$ cat config.mk
export PLATFORM = sky130hd
export DESIGN_NAME = multicycle_control_fsm_flat
export DESIGN_NICKNAME = d
export VERILOG_FILES = /design/src/rtl/multicycle_control_fsm_if.sv /design/src/rtl/multicycle_control_fsm.sv /design/src/flat_wrapper.sv
export SDC_FILE = /design/constraint.sdc
export NUM_CORES = 1
export LEC_CHECK = 0
export ABC_CLOCK_PERIOD_IN_PS = 1400
export CAP_MARGIN = 20
export CORE_AREA = 2 2 61 63
export DETAILED_ROUTE_END_ITERATION = 6
export DIE_AREA = 0 0 63 65
export GPL_TIMING_DRIVEN = 0
export PLACE_DENSITY = 0.73
export RECOVER_POWER = 50
export SLEW_MARGIN = 20
export SYNTH_ARGS = -nofsm -noshare
export SYNTH_HDL_FRONTEND = slang
export SYNTH_SLANG_ARGS = --single-unit
$ cat constraint.sdc
create_clock -name clk -period 1.4 [get_ports clk]
set_clock_uncertainty 0.05 [all_clocks]
set_input_delay 0.14 -clock clk [delete_from_list [all_inputs] [get_ports clk]]
set_output_delay 0.14 -clock clk [all_outputs]
set_load 0.02 [all_outputs]
$ cat src/rtl/multicycle_control_fsm_if.sv
// Control bus between the multicycle sequencer and the datapath/memory.
// The master side is the sequencer: it consumes opcode/mem_ready and drives every strobe.
interface multicycle_control_fsm_if #(
  parameter int OPCODE_W = 6,
  parameter int ALUOP_W  = 4
);
  logic [OPCODE_W-1:0] opcode;
  logic                mem_ready;
  logic                pcWrite;
  logic                pcWriteCond;
  logic                memGetData;
  logic                memRead;
  logic [1:0]          regWriteDataSelect;
  logic                irWrite;
  logic                regWrite;
  logic                aluSrcA;
  logic [1:0]          aluSrcB;
  logic [ALUOP_W-1:0]  aluOP;
  logic [1:0]          pcSrc;
  logic                regTrackSelect;
  logic [3:0]          state_out;
  logic                instr_done;
  logic                halted;
  logic                error;

  modport master (
    input  opcode, mem_ready,
    output pcWrite, pcWriteCond, memGetData, memRead, regWriteDataSelect, irWrite,
           regWrite, aluSrcA, aluSrcB, aluOP, pcSrc, regTrackSelect, state_out,
           instr_done, halted, error
  );

  modport slave (
    output opcode, mem_ready,
    input  pcWrite, pcWriteCond, memGetData, memRead, regWriteDataSelect, irWrite,
           regWrite, aluSrcA, aluSrcB, aluOP, pcSrc, regTrackSelect, state_out,
           instr_done, halted, error
  );
endinterface

$ cat src/rtl/multicycle_control_fsm.sv
// Multicycle control sequencer: state register, memory wait-state timeout, and per-state
// decode of datapath strobes. HALT and ERROR are terminal until reset.
module multicycle_control_fsm #(
  parameter int OPCODE_W    = 6,
  parameter int ALUOP_W     = 4,
  parameter int MEM_TIMEOUT = 16
) (
  input logic                      clk,
  input logic                      rst_n,
  multicycle_control_fsm_if.master bus
);

  typedef enum logic [3:0] {
    FETCH     = 4'd0,
    REG_FETCH = 4'd1,
    IMM2      = 4'd2,
    ALU_R3    = 4'd3,
    ALU_RI3   = 4'd4,
    ALU4      = 4'd5,
    BRANCH3   = 4'd6,
    MEM3      = 4'd7,
    LOAD4     = 4'd8,
    STORE4    = 4'd9,
    LOAD5     = 4'd10,
    JUMP3     = 4'd11,
    HALT      = 4'd12,
    ERROR     = 4'd13
  } stateT;

  localparam logic [7:0]          WAIT_LIMIT = 8'(MEM_TIMEOUT - 1);
  localparam logic [OPCODE_W-4:0] LOW_JUMP   = {(OPCODE_W-3){1'b0}};
  localparam logic [OPCODE_W-4:0] LOW_IMM    = {{(OPCODE_W-4){1'b0}}, 1'b1};

  stateT                stateReg;
  stateT                nextState;
  logic [7:0]           waitCnt;
  logic [3:0]           opcReg;
  logic [2:0]           header;
  logic [OPCODE_W-4:0]  opLow;
  logic                 inWait;
  logic                 timeout;

  assign header  = bus.opcode[OPCODE_W-1 -: 3];
  assign opLow   = bus.opcode[OPCODE_W-4:0];
  assign inWait  = (stateReg == FETCH) || (stateReg == LOAD4) || (stateReg == STORE4);
  assign timeout = (waitCnt == WAIT_LIMIT) && !bus.mem_ready;
  assign bus.state_out = stateReg;

  // Next-state selection and strobe decode; reset forces every strobe to its idle value.
  always_comb begin
    nextState              = stateReg;
    bus.pcWrite            = 1'b0;
    bus.pcWriteCond        = 1'b0;
    bus.memGetData         = 1'b0;
    bus.memRead            = 1'b1;
    bus.regWriteDataSelect = 2'd0;
    bus.irWrite            = 1'b0;
    bus.regWrite           = 1'b0;
    bus.aluSrcA            = 1'b0;
    bus.aluSrcB            = 2'd0;
    bus.aluOP              = {ALUOP_W{1'b0}};
    bus.pcSrc              = 2'd0;
    bus.regTrackSelect     = 1'b0;
    bus.instr_done         = 1'b0;
    bus.halted             = 1'b0;
    bus.error              = 1'b0;
    if (!rst_n) begin
      nextState = FETCH;
    end else begin
      bus.regTrackSelect = (header == 3'b101) || (bus.opcode[OPCODE_W-1 -: 4] == 4'b1001);
      case (stateReg)
        FETCH: begin
          bus.pcSrc = 2'd2;
          if (bus.mem_ready) begin
            bus.pcWrite = 1'b1;
            bus.irWrite = 1'b1;
            nextState   = REG_FETCH;
          end else if (timeout) begin
            nextState = ERROR;
          end else begin
            nextState = FETCH;
          end
        end
        REG_FETCH: begin
          bus.aluSrcB = 2'd2;
          case (header)
            3'b000, 3'b001: nextState = ALU_R3;
            3'b010, 3'b011: nextState = ALU_RI3;
            3'b100:         nextState = MEM3;
            3'b101:         nextState = BRANCH3;
            3'b110: begin
              if (opLow == LOW_JUMP) begin
                nextState = JUMP3;
              end else if (opLow == LOW_IMM) begin
                nextState = IMM2;
              end else begin
                nextState = ERROR;
              end
            end
            3'b111: begin
              if (&bus.opcode) begin
                nextState = HALT;
              end else begin
                nextState = ERROR;
              end
            end
            default: nextState = ERROR;
          endcase
        end
        ALU_R3: begin
          bus.aluSrcA = 1'b1;
          bus.aluSrcB = 2'd1;
          bus.aluOP   = ALUOP_W'(opcReg);
          nextState   = ALU4;
        end
        ALU_RI3: begin
          bus.aluSrcA = 1'b1;
          bus.aluSrcB = 2'd3;
          bus.aluOP   = ALUOP_W'(opcReg);
          nextState   = ALU4;
        end
        ALU4: begin
          bus.regWrite           = 1'b1;
          bus.regWriteDataSelect = 2'd1;
          bus.instr_done         = 1'b1;
          nextState              = FETCH;
        end
        BRANCH3: begin
          bus.pcWriteCond = 1'b1;
          bus.aluSrcA     = 1'b1;
          bus.aluSrcB     = 2'd1;
          bus.aluOP       = ALUOP_W'({1'b1, opcReg[2:0]});
          bus.instr_done  = 1'b1;
          nextState       = FETCH;
        end
        MEM3: begin
          bus.aluSrcA = 1'b1;
          bus.aluSrcB = 2'd3;
          nextState   = opcReg[2] ? STORE4 : LOAD4;
        end
        LOAD4: begin
          bus.memGetData = 1'b1;
          if (bus.mem_ready) begin
            nextState = LOAD5;
          end else if (timeout) begin
            nextState = ERROR;
          end else begin
            nextState = LOAD4;
          end
        end
        STORE4: begin
          bus.memGetData = 1'b1;
          bus.memRead    = 1'b0;
          if (bus.mem_ready) begin
            bus.instr_done = 1'b1;
            nextState      = FETCH;
          end else if (timeout) begin
            nextState = ERROR;
          end else begin
            nextState = STORE4;
          end
        end
        LOAD5: begin
          bus.regWrite           = 1'b1;
          bus.regWriteDataSelect = 2'd0;
          bus.instr_done         = 1'b1;
          nextState              = FETCH;
        end
        JUMP3: begin
          bus.pcWrite    = 1'b1;
          bus.pcSrc      = 2'd1;
          bus.instr_done = 1'b1;
          nextState      = FETCH;
        end
        IMM2: begin
          bus.regWrite           = 1'b1;
          bus.regWriteDataSelect = 2'd2;
          bus.instr_done         = 1'b1;
          nextState              = FETCH;
        end
        HALT: begin
          bus.halted = 1'b1;
          nextState  = HALT;
        end
        ERROR: begin
          bus.error = 1'b1;
          nextState = ERROR;
        end
        default: nextState = ERROR;
      endcase
    end
  end

  // State register.
  always_ff @(posedge clk or negedge rst_n) begin
    if (!rst_n) begin
      stateReg <= FETCH;
    end else begin
      stateReg <= nextState;
    end
  end

  // Only the ALU-function bits of the opcode are needed after REG_FETCH.
  always_ff @(posedge clk or negedge rst_n) begin
    if (!rst_n) begin
      opcReg <= 4'd0;
    end else if (stateReg == REG_FETCH) begin
      opcReg <= bus.opcode[3:0];
    end else begin
      opcReg <= opcReg;
    end
  end

  // Memory wait counter: runs while a memory state stalls, clears on any state change.
  always_ff @(posedge clk or negedge rst_n) begin
    if (!rst_n) begin
      waitCnt <= 8'd0;
    end else if (inWait && !bus.mem_ready && (nextState == stateReg)) begin
      waitCnt <= waitCnt + 8'd1;
    end else begin
      waitCnt <= 8'd0;
    end
  end

endmodule

$ cat src/flat_wrapper.sv
// flat-port wrapper written by rule: the top's interface ports become plain ports
module multicycle_control_fsm_flat 
#(
  parameter int OPCODE_W    = 6,
  parameter int ALUOP_W     = 4,
  parameter int MEM_TIMEOUT = 16
)
  (clk, rst_n, bus_opcode, bus_mem_ready, bus_pcWrite, bus_pcWriteCond, bus_memGetData, bus_memRead, bus_regWriteDataSelect, bus_irWrite, bus_regWrite, bus_aluSrcA, bus_aluSrcB, bus_aluOP, bus_pcSrc, bus_regTrackSelect, bus_state_out, bus_instr_done, bus_halted, bus_error);
  multicycle_control_fsm_if #(.OPCODE_W(OPCODE_W), .ALUOP_W(ALUOP_W)) bus_i ();
  input logic clk;
  input logic rst_n;
  input wire logic [$bits(bus_i.opcode)-1:0] bus_opcode;
  input wire logic [$bits(bus_i.mem_ready)-1:0] bus_mem_ready;
  output wire logic [$bits(bus_i.pcWrite)-1:0] bus_pcWrite;
  output wire logic [$bits(bus_i.pcWriteCond)-1:0] bus_pcWriteCond;
  output wire logic [$bits(bus_i.memGetData)-1:0] bus_memGetData;
  output wire logic [$bits(bus_i.memRead)-1:0] bus_memRead;
  output wire logic [$bits(bus_i.regWriteDataSelect)-1:0] bus_regWriteDataSelect;
  output wire logic [$bits(bus_i.irWrite)-1:0] bus_irWrite;
  output wire logic [$bits(bus_i.regWrite)-1:0] bus_regWrite;
  output wire logic [$bits(bus_i.aluSrcA)-1:0] bus_aluSrcA;
  output wire logic [$bits(bus_i.aluSrcB)-1:0] bus_aluSrcB;
  output wire logic [$bits(bus_i.aluOP)-1:0] bus_aluOP;
  output wire logic [$bits(bus_i.pcSrc)-1:0] bus_pcSrc;
  output wire logic [$bits(bus_i.regTrackSelect)-1:0] bus_regTrackSelect;
  output wire logic [$bits(bus_i.state_out)-1:0] bus_state_out;
  output wire logic [$bits(bus_i.instr_done)-1:0] bus_instr_done;
  output wire logic [$bits(bus_i.halted)-1:0] bus_halted;
  output wire logic [$bits(bus_i.error)-1:0] bus_error;
  assign bus_i.opcode = bus_opcode;
  assign bus_i.mem_ready = bus_mem_ready;
  assign bus_pcWrite = bus_i.pcWrite;
  assign bus_pcWriteCond = bus_i.pcWriteCond;
  assign bus_memGetData = bus_i.memGetData;
  assign bus_memRead = bus_i.memRead;
  assign bus_regWriteDataSelect = bus_i.regWriteDataSelect;
  assign bus_irWrite = bus_i.irWrite;
  assign bus_regWrite = bus_i.regWrite;
  assign bus_aluSrcA = bus_i.aluSrcA;
  assign bus_aluSrcB = bus_i.aluSrcB;
  assign bus_aluOP = bus_i.aluOP;
  assign bus_pcSrc = bus_i.pcSrc;
  assign bus_regTrackSelect = bus_i.regTrackSelect;
  assign bus_state_out = bus_i.state_out;
  assign bus_instr_done = bus_i.instr_done;
  assign bus_halted = bus_i.halted;
  assign bus_error = bus_i.error;
  multicycle_control_fsm #(.OPCODE_W(OPCODE_W), .ALUOP_W(ALUOP_W), .MEM_TIMEOUT(MEM_TIMEOUT)) u_core (.clk(clk), .rst_n(rst_n), .bus(bus_i));
endmodule
==> key figures, run 1 <==
Cells and area
  – Ant diodes: 0
  – # fillers: around 320
  – Final Util: between 50% and 60%
  – Area added between synthesis and finish: 77.5%
  – Fraction of layout cells with a size suffix above 1: between 50% and 60%
  – Finished Layout Cells: around 250
  – Finished Cell Area: 0.00208 sq mm
  – NumNets Final: 209

Clock network
  – H-tree depth: 1
  – CTS tree: yes
  – Clk pin slew, worst setup/hold paths: roughly 0.1 ns
  – Clk_lat worst skew: between 0.2 and 0.3 ns
  – CTS buffer count: 3
  – Sink Count: 16
  – Root Driver: clkbuf_4
  – Clock Path Buffers: 2

Global routing
  – Grt ovf: 0
  – Vias in the first global route: around 1300
  – First-pass GRT wire length: ~6300 um
  – Total GRT Usage: about a fifth
  – Initial antenna violation count: 0
  – Pin count of the biggest net entering global routing: 17

Timing
  – Final Max Slew Viols: 0
  – F_max: 0.556 GHz
  – Slew HR: around half
  – Final worst-path cycle share: 128%
  – Endpoints failing hold: 0
  – Least-Margin Pin Slew: 0.749 ns
  – Final setup vio count: 36
  – Setup tns final: -10.05 ns
  – Unrepaired setup endpoints after global routing: yes
  – Setup WS post-layout: -0.398 ns
  – Min Hold Slack: around 0.16 ns
  – Min Tclk post-route: ~1.8 ns

Place
  – PortBufs: 33
  – DP HPWL: about 2300 um
  – Dpl cells: between 200 and 250
  – DP Area: around 0.0016 sq mm
  – Gpl congestion: 0.862
  – Setup WS pre-CTS: -1.63 ns

Power and ir drop
  – Combinational share of power: just under 70%
  – LEAKAGE: around 0.93 nW
  – Power Density: approximately 1500 mW/mm^2
  – Psw: between 1 and 1.5 mW
  – Internal Power: about 1.9 mW
  – Sw Ratio: 40.5%
  – Max VDD drop: between 700 and 800 uV
  – Sequential group share of total power: 22.6%
  – Clock network power share: under 10%
  – PnR Total Power: between 3 and 4 mW

Worst hold path
  – Hold Path Class: in2reg

Worst setup path
  – Crit path largest cell delay: 0.43 ns
  – Crit start category: register
  – CP Data Arrival Time: 1.61 ns
  – Critical path's slowest cell: dfrtp_2
  – Crit path max-delay family: flip-flops
  – Worst path cell trace: buf_8 -> clkbuf_16 -> o21a_1 -> nor2_4 -> and2_4 -> buf_6
  – Critical path class: reg2out
  – Worst Setup End Kind: output port
  – Critical Path RT: 1.21 ns
  – Worst Path Buf+Inv: 3
  – Crit path max fanout: 6

Synthesis
  – Library cells used by synthesis: 47
  – Synthesis warning total: 0
  – Post-synth EDFFs: 0
  – Synth Cell Area: about 0.0012 sq mm
  – Async SR Flop Fraction: between 90% and 100%
  – Predominant post-synthesis flop cell: dfrtp_1
  – Mapped Cells: roughly 140
  – Syn Area/Cell: 8.60 sq um
  – Yosys reg bits: 16
  – Syn Nets: 146
  – Register area share after synthesis: 34.2%

Route
  – DRC violations left: 0
  – Met1 WL: 1540 um
  – Met2 routed WL: 2010 um
  – Per-cell routed wire length: ~15 um
  – Initial drt markers: between 50 and 60
  – Routed Antenna Nets: 0
  – Top layer in use: met4
  – Drt pass-1 iters: 4
  – Total wire length: ~3800 um
  – Routed via count: 1296
  – WL met3: approximately 220 um
  – Average vias per placed instance: about 5.3

Status
  – Outcome: complete, but fails checks
  – Violated checks: setup timing

Floorplan
  – Core Box Area: around 0.0035 sq mm
  – Row Count: 22
  – Die footprint: a little over 0.004 sq mm
  – # IOs: 34
  – Initial Util: roughly 33%
  – Die width: approximately 63 um
  – Die Ht: 65 um

Run
  – Max cap viols: 0
==> Yosys cell counts, types with 4 or more instances <==
cell type	count	area share, %
nor2_1	20	6.4
dfrtp_1	16	34
a21oi_1	7	3.0
nor3_1	7	3.0
nand2_1	6	1.9
nand2b_1	6	3.2
and2_1	5	2.7
and3_1	5	2.7
buf_2	4	1.7
mux2_1	4	3.8
nand3_1	4	1.7
nor2b_1	4	2.1
xor2_1	4	3.0
==> final timing paths <==
kind | cells past startpoint | start | end | slack (ns)
max in group asynchronous | 2 | rst_n | u_core.bus.state_out[2] | 0.31
min reg2reg | 1 | u_core.waitCnt[0] | u_core.waitCnt[0] | 0.44
max | 6 | u_core.bus.state_out[2] | bus_aluOP[2] | -0.40
max reg2reg | 6 | u_core.bus.state_out[2] | u_core.bus.state_out[0] | -0.39
min in group asynchronous | 2 | rst_n | u_core.opcReg[2] | 0.47
min | 2 | bus_opcode[3] | u_core.opcReg[3] | 0.16
==> registers in the layout, indices dropped and copies added (netlist names) <==
| signal | cells |
|---|---|
| u_core.waitCnt | 8 |
| u_core.bus.state_out | 4 |
| u_core.opcReg | 4 |
==> worst register-to-register path: stages, from the launching register on <==
cell and delay (ns):
dfrtp_2 0.43, buf_8 0.14, buf_4 0.15, or4b_4 0.52, a41oi_2 0.16, o221ai_2 0.12
a31oi_1 0.14
==> cell usage in the layout (no fill, tap or decap), drive strengths merged, types with 2 or more instances in the layout <==
cell	synthesis	routed
a21oi	7	7
nor2	20	20
and2	5	5
inv	3	3
nand2	6	6
nand2b	6	6
a21o	2	2
o21a	2	2
or2	2	2
dfrtp	16	16
xor2	4	4
nand3	4	4
nor3	8	8
o21ai	5	5
mux2	4	4
dlymetal6s2s	0	2
o211ai	2	2
clkdlybuf4s50	0	4
and3	5	5
xnor2	3	3
nor2b	4	4
clkbuf	1	8
buf	6	50
dlygate4sd2	0	3
==> cell type report <==
cell class | instances | area, sq um | area share (%)
inverter | 4 | 18.8 | 0.904
sequential | 16 | 405 | 19.5
clock buffer | 4 | 36.3 | 1.75
tap | 48 | 60.1 | 2.89
buffer | 6 | 82.6 | 3.98
timing repair buffer | 59 | 533 | 25.7
multi-input combinational | 109 | 941 | 45.3
==> layer usage <==
metal | up-vias | track usage [%]
li1 | 608 | -
met1 | 644 | 23.9
met2 | 42 | 34.4
met3 | 2 | 2.78
met4 | 0 | 5.00
met5 | - | 0
==> cells by family after synthesis <==
logic type	count (synthesis)	synth area share [%]
flops	16	34.2
compound gates	30	18.6
mux	4	3.85
xor+xnor	7	5.24
buf+inv	11	4.92
simple gates	67	32.1
fa+ha+maj	1	1.07
==> repair_timing <==
item	4_1_cts	5_1_grt
hold buffers	1	0
hold endpoints to repair	16	0
pin swaps	22	8
gates cloned	0	0
resized for setup	177	18
setup buffers	20	5
setup endpoints to repair	41	39
==> power by group through the flow <==
stage / registers, mW / clock network [mW] / logic (mW)
floorplan: 0.713 / 0 / 0.900
global placement: 0.690 / 0 / 1.33
detailed placement: 0.699 / 0 / 1.36
CTS: 0.699 / 0.314 / 1.99
global route: 0.730 / 0.342 / 2.27
finish: 0.715 / 0.307 / 2.14
Note: power is estimated with default switching activity, not from simulation.
==> run 2, diff against run 1 <==
- CORE_AREA: 2 2 61 63 -> 2 2 58 60
- DIE_AREA: 0 0 63 65 -> 0 0 60 62
- PLACE_DENSITY: 0.73 -> 0.79
==> key figures, run 2 (synthesis results as in run 1) <==
Power and ir drop
  – Clock network power share: 8.6%
  – LEAKAGE: 0.981 nW
  – Psw: around 1.4 mW
  – Max VDD drop: roughly 900 uV
  – Sequential group share of total power: 20.6%
  – Internal Power: 2.08 mW
  – Power Density: between 1500 and 2000 mW/mm^2
  – Combinational share of power: a little over two thirds
  – Sw Ratio: 40.1%

Floorplan
  – # IOs: 34
  – Die footprint: between 0.003 and 0.004 sq mm
  – Die Ht: roughly 62 um
  – Die width: 60 um
  – Initial Util: between 30% and 40%
  – Row Count: 21
  – Core Box Area: 0.00318 sq mm

Clock network
  – Sink Count: 16
  – Clk_lat worst skew: roughly 0.28 ns
  – Clock Path Buffers: 2
  – H-tree depth: 1
  – Root Driver: clkbuf_4
  – CTS buffer count: 3
  – CTS tree: yes
  – Clk pin slew, worst setup/hold paths: roughly 0.09 ns

Timing
  – Slew HR: 52.6%
  – Final setup vio count: 36
  – Final worst-path cycle share: 129%
  – Unrepaired setup endpoints after global routing: yes
  – F_max: 0.554 GHz
  – Min Tclk post-route: 1.81 ns
  – Least-Margin Pin Slew: 0.708 ns
  – Final Max Slew Viols: 0
  – Endpoints failing hold: 0
  – Setup WS post-layout: -0.406 ns

Cells and area
  – # fillers: 221
  – Most common cell after layout, fill and taps aside: buf_4
  – Most frequent cells in the layout: 29 x buf_4, 24 x buf_6, 12 x dfrtp_1
  – Most flops, register: u_core.waitCnt
  – Fraction of layout cells with a size suffix above 1: about three fifths
  – Finished Cell Area: approximately 0.0022 sq mm
  – NumNets Final: between 200 and 250
  – Area added between synthesis and finish: 90.2%
  – Final Util: 70.0%
  – Max FFs per register: 8
  – Ant diodes: 0

Route
  – Per-cell routed wire length: 16.9 um
  – Initial drt markers: 54
  – Met2 routed WL: 2330 um
  – Total wire length: between 4000 and 5000 um
  – Met1 WL: about 1600 um
  – Drt pass-1 iters: 4
  – WL met3: roughly 200 um
  – Top layer in use: met4
  – Average vias per placed instance: 5.38
  – DRC violations left: 0
  – Routed via count: 1355
  – Routed Antenna Nets: 0

Worst setup path
  – Worst Path Buf+Inv: 4
  – Crit path max-delay family: buffers and inverters
  – Critical path class: reg2out
  – Crit path largest cell delay: around 0.44 ns
  – Worst Setup SP: u_core.bus.state_out[2]
  – CP Data Arrival Time: between 1.5 and 2 ns
  – Worst path cell trace: buf_4 -> buf_16 -> buf_4 -> nand2b_4 -> nor3_4 -> o21a_2 -> buf_6
  – Critical Path RT: about 1.2 ns
  – Worst Setup End Kind: output port
  – CP most frequent cell: buf_4
  – Crit path max fanout: 4
  – Crit start category: register
  – Critical path's slowest cell: dfrtp_2
  – R2r setup slk: -0.35 ns
  – Reg2reg start: u_core.bus.state_out[0]

Run
  – Max cap viols: 0

Place
  – Setup WS pre-CTS: -1.58 ns
  – DP Area: 0.00162 sq mm
  – DP HPWL: ~2300 um
  – PortBufs: 33
  – Gpl congestion: 0.857

Worst hold path
  – HP Start: bus_opcode[2]
  – Hold Path Class: in2reg

Status
  – Outcome: complete, but fails checks
  – Violated checks: setup timing

Global routing
  – Initial antenna violation count: 0
  – Vias in the first global route: 1364
  – Total GRT Usage: ~23%
  – First-pass GRT wire length: approximately 6400 um
  – Grt ovf: 0
  – Pin count of the biggest net entering global routing: 17
[run 2: cell types whose count changed in the layout (fill, tap and decap cells not counted), sizes merged]
cell	delta
dlygate4sd2	+1
buf	+8
dlymetal6s2s	-1
[run 2: timing repair]
item,in CTS,in global routing
hold endpoints to repair,16,0
pin swaps,9,16
gates cloned,1,0
hold buffers,1,0
gates resized for setup,162,48
setup buffers,18,14
setup endpoints to repair,41,39
[run 2: final timing paths]
kind,depth (start not counted),to
max in group asynchronous,2,u_core.bus.state_out[0]
min,2,u_core.opcReg[2]
max reg2reg,5,u_core.waitCnt[6]
max,7,bus_aluOP[3]
min reg2reg,1,u_core.waitCnt[0]
min in group asynchronous,2,u_core.waitCnt[5]
[run 2: power by group through the flow]
stage	clock network (mW)	registers, mW	logic, mW
2_1_floorplan	0	0.713	0.900
3_3_place_gp	0	0.689	1.32
3_5_place_dp	0	0.701	1.36
4_1_cts	0.309	0.697	1.93
5_1_grt	0.322	0.735	2.60
6_report	0.299	0.717	2.46
[run 2: through the flow]
stage	std cells	setup TNS (ns)	power, mW	hold WS (ns)
after floorplan	136	-3.22	1.61	-0.206
after global placement	215	-38.02	2.01	0.389
after detailed placement	215	-39.70	2.06	0.409
after CTS	239	-9.38	2.94	0.244
after global routing	252	-12.67	3.66	0.216
final	252	-10.61	3.48	0.203
[run 2: layout make-up]
type                    count  area, sq um  share of cell area (%)
multi-input cells         109          991                    44.5
repair buffers             67          636                    28.6
well taps                  46         57.6                    2.59
inverters                   4         16.3                   0.731
plain buffers               6         82.6                    3.71
clock buffers               4         36.3                    1.63
flip-flops and latches     16          405                    18.2
[run 2: layer usage]
layer | up-vias | track usage [%]
met3 | 8 | 2.28
met2 | 56 | 41.5
met1 | 664 | 27.3
met5 | - | 0
li1 | 627 | -
met4 | 0 | 9.84
==> run 3, diff against run 2 <==
- ABC_AREA: unset -> 1
- CORE_AREA: 2 2 58 60 -> 2 2 57 59
- DIE_AREA: 0 0 60 62 -> 0 0 59 61
- PLACE_DENSITY: 0.79 -> 0.8
==> key figures, run 3 <==
Clock network
  – Clk pin slew, worst setup/hold paths: 0.10 ns
  – CTS buffer count: 3
  – Clk_lat worst skew: approximately 0.29 ns
  – Clock Path Buffers: 2
  – CTS tree: yes
  – H-tree depth: 1
  – Root Driver: clkbuf_4
  – Sink Count: 16

Status
  – Violated checks: setup timing
  – Outcome: complete, but fails checks

Timing
  – Final worst-path cycle share: 134%
  – Final Max Slew Viols: 0
  – Min Tclk post-route: 1.87 ns
  – Min Hold Slack: 0.219 ns
  – Least-Margin Pin Slew: a little over 0.7 ns
  – Final setup vio count: 33
  – Endpoints failing hold: 0
  – Slew HR: 51.8%
  – F_max: around 0.53 GHz
  – Unrepaired setup endpoints after global routing: yes
  – Setup WS post-layout: -0.471 ns

Synthesis
  – Most frequent cells after synthesis: 33 x nor2_1, 30 x nand2_1, 24 x inv_1
  – Library cells used by synthesis: 24
  – Synth Cell Area: 0.00114 sq mm
  – Mapped Cells: 169
  – Register area share after synthesis: between 30% and 40%
  – Post-synth EDFFs: 0
  – Yosys top cell area share: between 30% and 40%
  – Synthesis warning total: 0
  – Yosys reg bits: 16
  – Syn Nets: roughly 180
  – Async SR Flop Fraction: 100%
  – Largest cells by area after synthesis: dfrtp_1 35%, nor2_1 11%, nand2_1 9.9%
  – Largest area contributor in the netlist: dfrtp_1
  – Predominant post-synthesis flop cell: dfrtp_1
  – Most numerous cell in the Yosys netlist: nor2_1
  – Syn Area/Cell: about 6.7 sq um

Global routing
  – Grt ovf: 0
  – Pin count of the biggest net entering global routing: 17
  – Initial antenna violation count: 0
  – First-pass GRT wire length: 5390 um
  – Grt peak-use layer: met2
  – Met3 Use GR: 2.77%
  – Grt met2 use: 35.1%
  – Met1 Resource Use GR: about a quarter
  – Vias in the first global route: ~1200
  – Total GRT Usage: approximately 20%

Cells and area
  – Finished Layout Cells: approximately 280
  – Max FFs per register: 8
  – Ant diodes: 0
  – Most common cell after layout, fill and taps aside: buf_4
  – Fraction of layout cells with a size suffix above 1: between 60% and 70%
  – Area added between synthesis and finish: 89.0%
  – Finished Cell Area: approximately 0.0022 sq mm
  – Reg area: between 400 and 500 sq um
  – Footprint of the multi-input gates: 918 sq um
  – Most frequent cells in the layout: 32 x buf_4, 20 x buf_6, 17 x nor2_2
  – # fillers: 214
  – Most flops, register: u_core.waitCnt
  – NumNets Final: approximately 250

Route
  – Initial drt markers: between 70 and 80
  – Routed via count: between 1000 and 1500
  – Average vias per placed instance: approximately 5.3
  – DRC violations left: 0
  – Routed Antenna Nets: 0
  – Total wire length: 4250 um
  – Per-cell routed wire length: roughly 15 um
  – Drt pass-1 iters: 4

Place
  – Gpl congestion: 0.865
  – DP HPWL: 2170 um
  – PortBufs: 33
  – DP Area: 0.00160 sq mm
  – Setup WS pre-CTS: -1.76 ns
  – Dpl cells: 235

Worst hold path
  – Hold Path Class: in2reg

Run
  – Max cap viols: 0

Worst setup path
  – Critical path class: reg2reg
  – Critical Path RT: roughly 1.6 ns
  – CP Data Arrival Time: 2.04 ns
  – Crit path largest cell delay: ~0.48 ns
  – Worst Setup End Kind: register
  – Worst path cell trace: buf_6 -> nor2_4 -> nand2_4 -> buf_6 -> nor2_4 -> nor2_2 -> nand3_2 -> nand3_2 -> nand2_2 -> nand4_4 -> nor2_2
  – Crit start category: register
  – Crit path max fanout: 8
  – Critical path's slowest cell: dfrtp_2

Floorplan
  – Core Box Area: 0.00295 sq mm
  – Row Count: 20
  – Die footprint: 0.00360 sq mm
  – Die Ht: between 60 and 70 um
  – Initial Util: between 30% and 40%
  – # IOs: 34
  – Die width: roughly 60 um

Power and ir drop
  – LEAKAGE: 1.09 nW
  – Max VDD drop: ~750 uV
  – Combinational share of power: between 60% and 70%
  – Sw Ratio: around 43%
  – Internal Power: 1.43 mW
  – Power Density: between 1000 and 1500 mW/mm^2
  – Sequential group share of total power: 26.1%
  – PnR Total Power: approximately 2.5 mW
  – Clock network power share: between 10% and 20%
  – Psw: approximately 1.1 mW
run 3: kinds of logic after synthesis:
family	synth area share [%]
AO/OA/AOI/OAI	10.1
AND/OR/NAND/NOR	39.5
XOR/XNOR	4.61
adder cells (fa/ha/maj)	1.10
buffers and inverters	9.55
flip-flops	35.1
run 3: stage by stage:
step | setup TNS (ns) | utilization (%)
4_1_cts | -8.35 | 62.4
5_1_grt | -13.51 | 73.0
3_3_place_gp | -39.64 | 54.3
6_report | -11.12 | 73.0
3_5_place_dp | -40.46 | 54.3
2_1_floorplan | -1.88 | -
run 3: area by class of cell:
class                   instances  area share (%)
plain buffers                   3            1.68
clock buffers                   4            1.68
inverters                      26            4.88
multi-input cells             124            42.6
flip-flops and latches         16            18.8
well taps                      33            1.92
repair buffers                 70            28.4
run 3: worst paths after layout:
path,to,depth (start not counted),slack [ns],start
worst max-delay path,u_core.waitCnt[7],11,-0.47,u_core.bus.state_out[2]
worst min-delay path,u_core.bus.state_out[0],4,0.22,rst_n
worst max register to register,u_core.waitCnt[7],11,-0.47,u_core.bus.state_out[2]
worst min register to register,u_core.waitCnt[0],1,0.41,u_core.waitCnt[0]
max in group asynchronous,u_core.bus.state_out[3],2,0.33,rst_n
min in group asynchronous,u_core.waitCnt[0],2,0.47,rst_n
run 3: critical path: cells and delay by family, from the launching register on:
kind          cells  cell delay, ns
flops             1            0.48
buf+inv           2            0.28
simple gates      9            0.98
run 3: metal layers:
metal,up-vias,part of all wire (%)
met4,0,2.3
met3,10,5.6
met5,-,0
met1,700,40
li1,695,-
met2,57,52
run 3: what timing repair did:
item,CTS,global route
setup buffers,18,18
hold buffers,1,0
gates resized for setup,165,58
gates cloned,0,1
endpoints found under the setup margin,37,37
hold endpoints to repair,16,0
pin swaps,16,32
run 3: power groups by stage:
stage               registers [mW]  logic, mW  clock network [mW]
finish                       0.656       1.55               0.307
global route                 0.665       1.66               0.335
CTS                          0.645       1.16               0.319
detailed placement           0.654      0.897                   0
global placement             0.649      0.887                   0
floorplan                    0.664      0.589                   0
==> variant 1: new RTL, settings of run 3 <==
Reset style: synchronous (`rst_n`), changed in 3 clocked blocks.
--- a/src/rtl/multicycle_control_fsm.sv
+++ b/src/rtl/multicycle_control_fsm.sv
@@ -193,5 +193,5 @@
 
   // State register.
-  always_ff @(posedge clk or negedge rst_n) begin
+  always_ff @(posedge clk) begin
     if (!rst_n) begin
       stateReg <= FETCH;
@@ -202,5 +202,5 @@
 
   // Only the ALU-function bits of the opcode are needed after REG_FETCH.
-  always_ff @(posedge clk or negedge rst_n) begin
+  always_ff @(posedge clk) begin
     if (!rst_n) begin
       opcReg <= 4'd0;
@@ -213,5 +213,5 @@
 
   // Memory wait counter: runs while a memory state stalls, clears on any state change.
-  always_ff @(posedge clk or negedge rst_n) begin
+  always_ff @(posedge clk) begin
     if (!rst_n) begin
       waitCnt <= 8'd0;
Formal check against the unedited RTL: differs if rst_n is asserted again (counterexample within 4 cycles, from zero or initial values and one cycle with rst_n low); with rst_n held inactive, the same outputs for 10 cycles.
==> variant 1 against run 3 <==
- the run still ends with negative setup slack left
- worst setup slack improved by 170 ps
- critical path type is now flip-flop to output port
- core utilization fell by 12 points
- non-clock buffer count fell by 22
- routed wire length fell by 19%
- critical endpoint is now bus_aluSrcB[1]
- final area fell by 16%
- clock power barely moved
- area after synthesis fell by 7.6%
- total power fell by 23%
- sequential cell count did not move
==> variant 1: results (changes against run 3) <==
stage;metric;value;unit;change
layout;multiInputGateArea;822;sq um;-10%
timing;setup_slack;-298;ps;+173 ps
synthesis;synth_compound_area_share;10.3;%;+0.23 points
placement;dp_hpwl;2040;microns;-5.8%
layout;fill_cells;255;;+19%
timing;maxSlewHeadroom;80.0;%;+28 points
synthesis;ys_types;21;;-13%
synthesis;synth_xor_area_share;4.99;%;+0.38 points
timing;setup_tns;-5120;ps;+6000 ps
outcome;violations;negative setup slack;;
layout;nets;239;;-5.9%
synthesis;synth.net_count;185;;+3.4%
layout;clock_tree_area_fraction;2.01;%;+0.33 points
timing;finalSetupViolations;28;;-15%
drt;drt_first_iter_violations;55;;-29%
grt;grt_max_degree;11;;-6
layout;seq-cell-share;18.7;%;-0.15 points
drt;vias;1309;;-10%
synthesis;synth_area_leaders;dfxtp_1 30%, nor2_1 15%, nand2_1 12%;;
synthesis;ys_top_cells_by_count;41 x nor2_1, 35 x nand2_1, 26 x inv_1;;
drt;wire_per_inst;13.2;microns;-14%
synthesis;yosysSeqAreaShare;30.4;%;-4.7 points
synthesis;synthMuxAreaShare;0;%;unchanged
synthesis;synth-async-reset-ratio;0;%;-100 points
layout;inv_count;27;;+3.8%
layout;clockBufferCount;4;;unchanged
grt;grt_usage;18.4;%;-1.2 points
layout;buf_share;25.5;%;-4.5 points
layout;multi_input_gates;130;;+4.8%
placement;gp_congestion;0.801;;-7.4%
hold_path;hold_path.class;primary input to flip-flop;;
worst_setup_path;crit_fanout;4;;-4
power;p_leak;0.811;nW;-25%
layout;drive_gt1_share;48.2;%;-13 points
outcome;status;complete, but fails checks;;
placement;place_ws;-833;ps;+931 ps
synthesis;synthAdderAreaFrac;1.19;%;+0.090 points
layout;nNonClkBuffers;51;;-30%
## variant 1: critical path, stage by stage, from the launching register on
cell     delay [ps]
dfxtp_4         380
buf_6           120
nor2_4          150
inv_2            70
nor2_4          140
o21ai_0         130
inv_1            70
buf_2           150
## variant 1: through the flow
step	instances	instance area (sq um)
5_1_grt	261	1800
2_1_floorplan	175	1080
3_5_place_dp	241	1450
6_report	261	1800
4_1_cts	257	1670
3_3_place_gp	241	1450
## variant 1: path summary, 6_finish.rpt
check	startpoint	to	slack [ps]	cells past startpoint
worst min register to register	u_core.waitCnt[0]$_SDFF_PN0_	u_core.waitCnt[0]$_SDFF_PN0_	400	1
worst max-delay path	u_core.bus.state_out[3]$_SDFF_PN0_	bus_aluSrcB[1]	-300	7
worst min-delay path	bus_opcode[3]	u_core.opcReg[3]$_SDFFE_PN0P_	160	3
worst max register to register	u_core.bus.state_out[3]$_SDFF_PN0_	u_core.waitCnt[0]$_SDFF_PN0_	-180	11
## variant 1: logic make-up (layout without fill, tap and decap cells)
family,count (synthesis),in the layout
AO/OA/AOI/OAI,20,20
XOR/XNOR,6,6
flip-flops,16,16
adder cells (fa/ha/maj),1,1
AND/OR/NAND/NOR,103,103
buffers and inverters,29,82
## variant 1: layer usage
layer  global-route usage [%]  vias up  routed length [microns]
met5                        0        -                        0
met4                     7.47        0                       38
met3                     2.35        4                      136
met2                     32.9       36                     1760
met1                     22.4      615                     1510
li1                         -      654                        -
## variant 1: report_power, final
group	internal, mW	switching, mW	leakage, nW	total (mW)
clock network	0.158	0.147	0.0210	0.306
registers	0.525	0.0874	0.133	0.613
logic	0.421	0.596	0.656	1.02
## variant 1: repair_timing
item / in CTS / in global routing
setup buffers: 12 / 4
endpoints found under the setup margin: 34 / 33
resized for setup: 157 / 39
pin swaps: 11 / 11
==> variant 2: new RTL, flow settings as in run 3 <==
Without the edit above. `ALUOP_W` is set to 4 in 3 places; all go to 5.
--- a/src/rtl/multicycle_control_fsm_if.sv
+++ b/src/rtl/multicycle_control_fsm_if.sv
@@ -3,5 +3,5 @@
 interface multicycle_control_fsm_if #(
   parameter int OPCODE_W = 6,
-  parameter int ALUOP_W  = 4
+  parameter int ALUOP_W  = 5
 );
   logic [OPCODE_W-1:0] opcode;
--- a/src/rtl/multicycle_control_fsm.sv
+++ b/src/rtl/multicycle_control_fsm.sv
@@ -3,5 +3,5 @@
 module multicycle_control_fsm #(
   parameter int OPCODE_W    = 6,
-  parameter int ALUOP_W     = 4,
+  parameter int ALUOP_W     = 5,
   parameter int MEM_TIMEOUT = 16
 ) (
--- a/src/flat_wrapper.sv
+++ b/src/flat_wrapper.sv
@@ -3,5 +3,5 @@
 #(
   parameter int OPCODE_W    = 6,
-  parameter int ALUOP_W     = 4,
+  parameter int ALUOP_W     = 5,
   parameter int MEM_TIMEOUT = 16
 )
Interface: changed (resized bus_aluOP); port bits go from 34 to 35. The function was not compared with the original's and may differ.
==> variant 2 against run 3 <==
- the run still ends with negative setup slack left
- total power rose by 1.4%
- area after synthesis rose by 0.99%
- sequential share of layout area fell by 0.42 points
- worst setup slack got worse by 4.9 ps
- count of clock-buffer cells in the layout did not move
- sequential cell count did not move
- routed wire length fell by 1.6%
- via count fell by 3.8%
- final area rose by 2.3%
- critical path type is now flip-flop to output port
- highest routed layer unchanged
==> variant 2: results (changes against run 3) <==
stage;metric;value;unit;change
power;peakVddDrop;0.903;mV;+21%
placement;placed_area;0.00162;sq mm;+0.70%
grt;grt_pass1_wl;6000;microns;+11%
outcome;status;complete, but fails checks;;
synthesis;synth_area_leaders;dfrtp_1 35%, nor2_1 11%, nand2_1 9.8%;;
timing;maxSlewHeadroom;50.9;%;-0.95 points
drt;drt_first_iter_violations;24;;-69%
timing;setup_tns;-11150;ps;-24.3 ps
grt;use_met1;27.4;%;+3.6 points
timing;finalSetupViolations;36;;+9.1%
worst_setup_path;rrSetupSlack;-430;ps;+40 ps
synthesis;ys_types;26;;+8.3%
timing;setup_slack;-475;ps;-4.91 ps
grt;grt_use_met2;38.4;%;+3.3 points
worst_setup_path;arrival;1690;ps;-350 ps
layout;stdcell_count;279;;+1.1%
grt;grt_usage;21.9;%;+2.3 points
outcome;violations;negative setup slack;;
power;p_leak;1.11;nW;+2.1%
placement;place_ws;-1760;ps;-0.920 ps
synthesis;synth_area_per_cell;6.73;sq um;-0.19%
layout;nets;257;;+1.2%
placement;gp_congestion;0.873;;+0.92%
synthesis;yosysSeqAreaShare;34.8;%;-0.34 points
placement;placedCellCount;237;;+0.85%
timing;whs;158;ps;-60.9 ps
drt;vias_per_cell;5.04;;-4.8%
placement;dp_hpwl;2160;microns;-0.27%
[variant 2: area by class of cell]
type                    count  area [sq um]
flip-flops and latches     16           405
plain buffers               4          41.3
fillers                   201           749
multi-input cells         125           936
inverters                  26           105
repair buffers             71           638
well taps                  33          41.3
clock buffers               4          36.3
[variant 2: report_power, final]
group,switching (mW),total (mW),internal [mW]
logic,0.852,1.57,0.723
registers,0.0925,0.653,0.561
clock network,0.164,0.323,0.159
[variant 2: kinds of logic after synthesis]
logic type | after synthesis | share of synthesized area, %
flops | 16 | 34.8
fa+ha+maj | 1 | 1.09
simple gates | 97 | 39.1
buf+inv | 30 | 10.1
xor+xnor | 6 | 4.57
other cells | 1 | 0.326
compound gates | 20 | 10.0
[variant 2: worst max-delay path by stage]
stage	end	slack, ps	cells past startpoint
after CTS	bus_instr_done	-380	7
after floorplan	bus_error	-120	4
after global routing	bus_aluSrcB[0]	-550	6
final	bus_instr_done	-480	7
after global placement	bus_regWriteDataSelect[0]	-1720	6
after detailed placement	bus_error	-1760	6
[variant 2: routing by layer]
metal  routed length (microns)  vias up
met5                         0        -
met4                       102        0
met3                       148       10
met2                      2280       42
met1                      1650      664
li1                          -      691
[variant 2: what timing repair did]
action | in CTS | in global routing
setup buffers | 27 | 11
endpoints found under the setup margin | 37 | 37
hold endpoints to repair | 16 | 0
hold buffers | 1 | 0
resized for setup | 172 | 58
pin swaps | 20 | 20
cloned | 0 | 1
[variant 2: critical path: stages (launching register included)]
cell	delay (ps)
dfrtp_2	470
buf_6	150
nor2_4	160
nand2_4	100
inv_2	70
nand2_2	60
a41oi_4	230
buf_6	140
